### config.mk
export PLATFORM = sky130hd
export DESIGN_NAME = rcu_rst_seq
export DESIGN_NICKNAME = d
export VERILOG_FILES = /design/src/rtl/rcu_rst_seq_pkg.sv /design/src/rtl/rcu_sync2.sv /design/src/rtl/rcu_rst_seq.sv
export SDC_FILE = /design/constraint.sdc
export NUM_CORES = 1
export LEC_CHECK = 0
export BUFFER_PORTS_ARGS = -buffer_cell sky130_fd_sc_hd__buf_4
export CORE_ASPECT_RATIO = 1.5
export CORE_MARGIN = 2
export CORE_UTILIZATION = 59
export DETAILED_ROUTE_END_ITERATION = 8
export GPL_TIMING_DRIVEN = 1
export PLACE_DENSITY_LB_ADDON = 0.05
export SLEW_MARGIN = 20
export SYNTH_ARGS = -nofsm -noshare
export SYNTH_HDL_FRONTEND = slang
export SYNTH_SLANG_ARGS = --single-unit
### constraint.sdc
create_clock -name clk_i -period 3.1 [get_ports clk_i]
set_input_delay 0.93 -clock clk_i [delete_from_list [all_inputs] [get_ports clk_i]]
set_output_delay 0.93 -clock clk_i [all_outputs]
set_load 0.02 [all_outputs]
### src/rtl/rcu_rst_seq_pkg.sv
// rcu_rst_seq_pkg: state encodings and default sizing shared by the reset sequencer
`ifndef RCU_STATE_WIDTH
`define RCU_STATE_WIDTH 3
`endif

package rcu_rst_seq_pkg;

    localparam int N_RST_DEF          = 3;
    localparam int LOCK_CNT_WIDTH_DEF = 16;
    localparam int SW_DLY_DEF         = 8;
    localparam int STAGE_DLY_DEF      = 4;

    typedef enum logic [`RCU_STATE_WIDTH-1:0] {
        IDLE      = 3'd0,
        WAIT_LOCK = 3'd1,
        STABLE    = 3'd2,
        SWITCH    = 3'd3,
        RELEASE   = 3'd4,
        RUN       = 3'd5
    } state_t;

endpackage

### src/rtl/rcu_sync2.sv
// rcu_sync2: two-flop synchronizer with asynchronous active-low reset to 0
module rcu_sync2 #(
    parameter int W = 1
) (
    input  logic         clk,
    input  logic         rst_n,
    input  logic [W-1:0] d,
    output logic [W-1:0] q
);

    logic [W-1:0] meta;

    always_ff @(posedge clk or negedge rst_n) begin
        if (!rst_n) begin
            meta <= '0;
            q    <= '0;
        end else begin
            meta <= d;
            q    <= meta;
        end
    end

endmodule

### src/rtl/rcu_rst_seq.sv
// rcu_rst_seq: lock-qualified clock switch and ordered per-domain reset release
module rcu_rst_seq
    import rcu_rst_seq_pkg::*;
#(
    parameter int N_RST          = N_RST_DEF,
    parameter int LOCK_CNT_WIDTH = LOCK_CNT_WIDTH_DEF,
    parameter int SW_DLY         = SW_DLY_DEF,
    parameter int STAGE_DLY      = STAGE_DLY_DEF
) (
    input  logic                         clk_i,
    input  logic                         rst_n_i,
    input  logic                         pll_lock_i,
    input  logic [LOCK_CNT_WIDTH-1:0]    lock_cnt_i,
    input  logic                         sw_rst_req_i,
    input  logic                         clr_err_i,
    output logic                         clk_sel_o,
    output logic [N_RST-1:0]             rst_n_o,
    output logic [`RCU_STATE_WIDTH-1:0]  state_o,
    output logic                         lock_err_o
);

    localparam int DMAX = (SW_DLY > N_RST*STAGE_DLY) ? SW_DLY : N_RST*STAGE_DLY;
    localparam int DW   = $clog2(DMAX + 1);
    localparam logic [DW-1:0] SW_LAST  = DW'(SW_DLY - 1);
    // Release counter runs one ahead so a software restart can hold all domains for a cycle at 0
    localparam logic [DW-1:0] REL_LAST = DW'(1 + (N_RST-1)*STAGE_DLY);

    state_t                    state_q, state_d;
    logic [LOCK_CNT_WIDTH-1:0] lcnt_q, lcnt_d, lock_max;
    logic [DW-1:0]             dcnt_q, dcnt_d;
    logic [N_RST-1:0]          rst_n_d;
    logic                      lock_s, clk_sel_d, err_d, up_d;

    rcu_sync2 #(.W(1)) u_lock_sync (
        .clk   (clk_i),
        .rst_n (rst_n_i),
        .d     (pll_lock_i),
        .q     (lock_s)
    );

    assign lock_max = (lock_cnt_i == '0) ? '0 : lock_cnt_i - 1'b1;
    assign state_o  = state_q;

    always_comb begin
        state_d   = state_q;
        lcnt_d    = lcnt_q;
        dcnt_d    = dcnt_q;
        clk_sel_d = clk_sel_o;
        err_d     = clr_err_i ? 1'b0 : lock_err_o;
        case (state_q)
            IDLE:      state_d = WAIT_LOCK;
            WAIT_LOCK: begin
                if (lock_s) begin
                    state_d = STABLE;
                    lcnt_d  = '0;
                end
            end
            STABLE: begin
                if (!lock_s) begin
                    state_d = WAIT_LOCK;
                    lcnt_d  = '0;
                end else if (lcnt_q >= lock_max) begin
                    state_d   = SWITCH;
                    clk_sel_d = 1'b1;
                    dcnt_d    = '0;
                end else begin
                    lcnt_d = (&lcnt_q) ? lcnt_q : lcnt_q + 1'b1;
                end
            end
            SWITCH: begin
                if (dcnt_q == SW_LAST) begin
                    state_d = RELEASE;
                    dcnt_d  = DW'(1);
                end else begin
                    dcnt_d = dcnt_q + 1'b1;
                end
            end
            RELEASE: begin
                if (dcnt_q == REL_LAST) state_d = RUN;
                else dcnt_d = dcnt_q + 1'b1;
            end
            RUN:     state_d = RUN;
            default: state_d = IDLE;
        endcase
        if (state_q inside {SWITCH, RELEASE, RUN}) begin
            if (!lock_s) begin
                state_d   = WAIT_LOCK;
                clk_sel_d = 1'b0;
                err_d     = 1'b1;
            end else if (sw_rst_req_i && state_q != SWITCH) begin
                state_d = RELEASE;
                dcnt_d  = '0;
            end
        end
        up_d = state_d inside {RELEASE, RUN};
        for (int k = 0; k < N_RST; k++)
            rst_n_d[k] = up_d && (dcnt_d >= DW'(1 + k*STAGE_DLY));
    end

    always_ff @(posedge clk_i or negedge rst_n_i) begin
        if (!rst_n_i) begin
            state_q    <= IDLE;
            lcnt_q     <= '0;
            dcnt_q     <= '0;
            clk_sel_o  <= 1'b0;
            rst_n_o    <= '0;
            lock_err_o <= 1'b0;
        end else begin
            state_q    <= state_d;
            lcnt_q     <= lcnt_d;
            dcnt_q     <= dcnt_d;
            clk_sel_o  <= clk_sel_d;
            rst_n_o    <= rst_n_d;
            lock_err_o <= err_d;
        end
    end

endmodule
==> qor.tcl <==
set qor(finalNetCount) 423
set qor(syn_avg_cell_area_um2) 8.00
set qor(antenna_cells) 0
set qor(final_cells) 427
set qor(critPathLaunch) {lock_cnt_i[11]}
set qor(min-delay-start) {u_lock_sync.meta$_DFF_PN0_}
set qor(post-route-period-util_pct) 133
set qor(timing.reg2reg.setup_slack_ps) 70
set qor(syn_area_mm2) 0.00242
set qor(detail_route.iter0.violations) 343
set qor(ff2ff_path_depth) 7
set qor(most_prevalent_standard_cell_on_the_critical_path) {sky130_fd_sc_hd__or4_4}
set qor(synthMostInstantiatedCell) {sky130_fd_sc_hd__nand2_1}
set qor(number_of_distinct_library_cells_after_synthesis) 47
set qor(clock-root-buffer) {sky130_fd_sc_hd__clkbuf_8}
set qor(grt_start_max_net_pins) 31
set qor(aggregate_global_route_resource_usage_pct) 32.8
set qor(cp_num_buf_inv) 2
set qor(clock_sink_count) 30
set qor(worst-setup-path-type) {in2reg}
set qor(detailed_place_hpwl_mm) 4.80
set qor(sort_of_element_at_the_end_of_the_critical_path) {register}
set qor(arrival_ps) 4340
set qor(achievable-frequency_ghz) 0.243
set qor(floorplan.die.height_um) 82.5
set qor(synthesis.yosys.warnings) 0
set qor(cts.clk_slew.worst_paths_ps) 90
set qor(timing_max_transition_violations_final) 0
set qor(layout_area_overhead_pct) 45.9
set qor(cts-htree-levels) 2
set qor(timing_hold_violations_final) 0
set qor(required_ps) 3330
set qor(leakagePower_nw) 1.63
set qor(fin_clk_skew_ps) 26.5
set qor(rows) 28
set qor(gpl.final_weighted_congestion) 0.899
set qor(fraction_of_synthesis_flops_using_an_asynchronous_set_or_reset_pin_pct) 100
set qor(crit_path_cell_trace) {buf_6, or4_4, nor4_4, nand4_1, and2_1, ha_1, nor2b_1, o21ai_1, a41oi_1, buf_4, o211ai_1, o21a_2, or4_4, a21oi_2}
set qor(tritoncts) {yes}
set qor(critical_path.slowest_cell) {sky130_fd_sc_hd__or4_4}
set qor(grt_pass1_vias) 2665
set qor(core-area_mm2) 0.00396
set qor(edff_count_synth) 0
set qor(grt_overflow_total) 0
set qor(first_pass_iters) 7
set qor(postSynthCellCount) 303
set qor(synth_common_cells) {sky130_fd_sc_hd__nand2_1 (45), sky130_fd_sc_hd__dfrtp_1 (30), sky130_fd_sc_hd__nor2_1 (30)}
set qor(cp_num_cells) 14
set qor(layout_cells_sized_above_1_pct) 36.9
set qor(starting_density_of_the_core_pct) 61.3
set qor(dominantRegCellSynth) {sky130_fd_sc_hd__dfrtp_1}
set qor(cts_max_path_buffers) 2
set qor(synth_largest_type_area_fraction_pct) 31.0
set qor(finalSetupViolCount) 25
set qor(worstSetupEndpoint) {lcnt_q[14]$_DFFE_PN0P_}
set qor(grt_setup_unrepaired) {yes}
set qor(layout_setup_ws_ps) -1010
set qor(r2r_start) {state_o[1]$_DFF_PN0_}
set qor(postCtsHoldBufs) 0
set qor(biggest_area_consumer_among_synthesized_cells) {sky130_fd_sc_hd__dfrtp_1}
set qor(fin_setup_tns_ps) -22020
set qor(netlist_top_cells_area) {sky130_fd_sc_hd__dfrtp_1 (31%), sky130_fd_sc_hd__ha_1 (11%), sky130_fd_sc_hd__nand2_1 (7.0%), sky130_fd_sc_hd__a21oi_1 (5.4%), sky130_fd_sc_hd__nor2_1 (4.6%)}
set qor(worstMarginPinSlew_ps) 873
set qor(wl_per_cell_um) 22.0
set qor(mappedNetlistNets) 345
set qor(crit_path_max_fanout) 5
set qor(vias_per_cell) 7.21
set qor(failed_checks) {setup timing}
set qor(dp.cells) 406
set qor(antenna_found_initial) 0
set qor(via_count) 3078
set qor(critPathTopFamily) {simple AND/OR/NAND/NOR gates}
set qor(portBuffers) 28
set qor(top_level_ports) 29
set qor(die_width_um) 56.3
set qor(number_of_flip_flops_and_latches_in_the_synthesized_netlist) 30
set qor(route.detailed.drc) 0
set qor(cts-buffers-inserted) 5
set qor(critical_path.reg2reg.endpoint) {lcnt_q[7]$_DFFE_PN0P_}
set qor(postRouteAntennaNets) 0
set qor(worst_stage_delay_on_the_critical_path_ps) 540
set qor(run_status) {complete, but fails checks}
set qor(slew_headroom_pct) 41.6
set qor(worst_skew_pair_later_pin_latency_ps) 300
set qor(finalWirelength_mm) 9.38
set qor(floorplan.die_area_mm2) 0.00465
set qor(period_minus_slack_ps) 4110
set qor(grt_pass1_wl_mm) 11.9
set qor(max_cap_violation_count) 0
set qor(peakVddDrop_mv) 0.497
set qor(setup.worst_path.start_class) {primary input}
set qor(min_path_type) {reg2reg}
set qor(cellPowerDensity_mw_per_mm2) 515
set qor(yosysSeqAreaShare_pct) 31.0
## area by class of cell
class	instances	area, µm²
multi-input combinational	256	1970
clock buffer	7	86.3
timing repair buffer	78	634
inverter	10	37.5
sequential	30	751
tap	45	56.3
fill	190	422
clock inverter	1	5.00
## through the flow
step | setup slack, ps | utilization (%) | cell area [µm²] | hold slack, ps | total power [mW]
finish | -1010 | 89.3 | 3540 | 393 | 1.82
global route | -1130 | 89.3 | 3540 | 397 | 1.90
CTS | -815 | 83.6 | 3310 | 367 | 1.63
detailed placement | -1190 | 76.0 | 3010 | 354 | 1.20
global placement | -1070 | 76.0 | 3010 | 334 | 1.19
floorplan | -841 | - | 2510 | 331 | 0.952
## worst register-to-register path, cell delays in order, from the launching register on
cell and delay, ps:
sky130_fd_sc_hd__dfrtp_1 620, sky130_fd_sc_hd__nand2b_1 140, sky130_fd_sc_hd__nor2_1 510, sky130_fd_sc_hd__nand4_1 290, sky130_fd_sc_hd__nor2_1 730, sky130_fd_sc_hd__nor2_1 300, sky130_fd_sc_hd__nand3_1 210, sky130_fd_sc_hd__a21oi_1 90
## metal layers
layer / track usage [%] / wire length [µm] / vias up
met2: 63.4 / 4700 / 254
met3: 3.43 / 740 / 112
met4: 21.4 / 905 / 0
met1: 33.1 / 3030 / 1422
met5: 0 / 0 / -
li1: - / - / 1290
## registers in the layout, summed over array words and instances, names as in the netlist
name              cells
u_lock_sync.q         1
state_o               3
lock_err_o            1
lcnt_q               16
rst_n_o               3
dcnt_q                4
u_lock_sync.meta      1
clk_sel_o             1
## where the power goes
part	total (mW)	leakage, nW	internal (mW)	switching, mW
Clock	0.352	0.0482	0.179	0.172
Combinational	0.934	1.18	0.402	0.532
Sequential	0.537	0.399	0.443	0.0943
Total	1.82	1.63	1.02	0.798
## placed cells by master, fill, tap and decap left out, drive strengths merged, types with 9 or more instances in the layout
cell	instances
a21oi	26
and3	9
buf	78
dfrtp	30
ha	21
inv	10
nand2	45
nand3	16
nor2	30
o21ai	14
xor2	10
## cells by family (layout without fill, tap and decap cells)
family	Yosys count	in the layout	synth area share, %
simple gates	138	138	27.7
compound gates	83	84	22.7
flops	30	30	31.0
fa+ha+maj	21	21	10.8
buf+inv	18	96	3.15
xor+xnor	13	13	4.70
## worst min path at each step
stage,cells past startpoint,to
finish,0,u_lock_sync.q$_DFF_PN0_
global route,0,u_lock_sync.q$_DFF_PN0_
CTS,0,u_lock_sync.q$_DFF_PN0_
detailed placement,0,u_lock_sync.q$_DFF_PN0_
global placement,0,u_lock_sync.q$_DFF_PN0_
floorplan,0,u_lock_sync.q$_DFF_PN0_
## what timing repair did
| action | CTS | global route |
|---|---|---|
| setup buffers | 10 | 5 |
| resized for setup | 35 | 40 |
| pin swaps | 13 | 24 |
| setup endpoints to repair | 25 | 25 |
| gates cloned | 1 | 0 |
No activity file was read; power rests on OpenSTA's default activity.
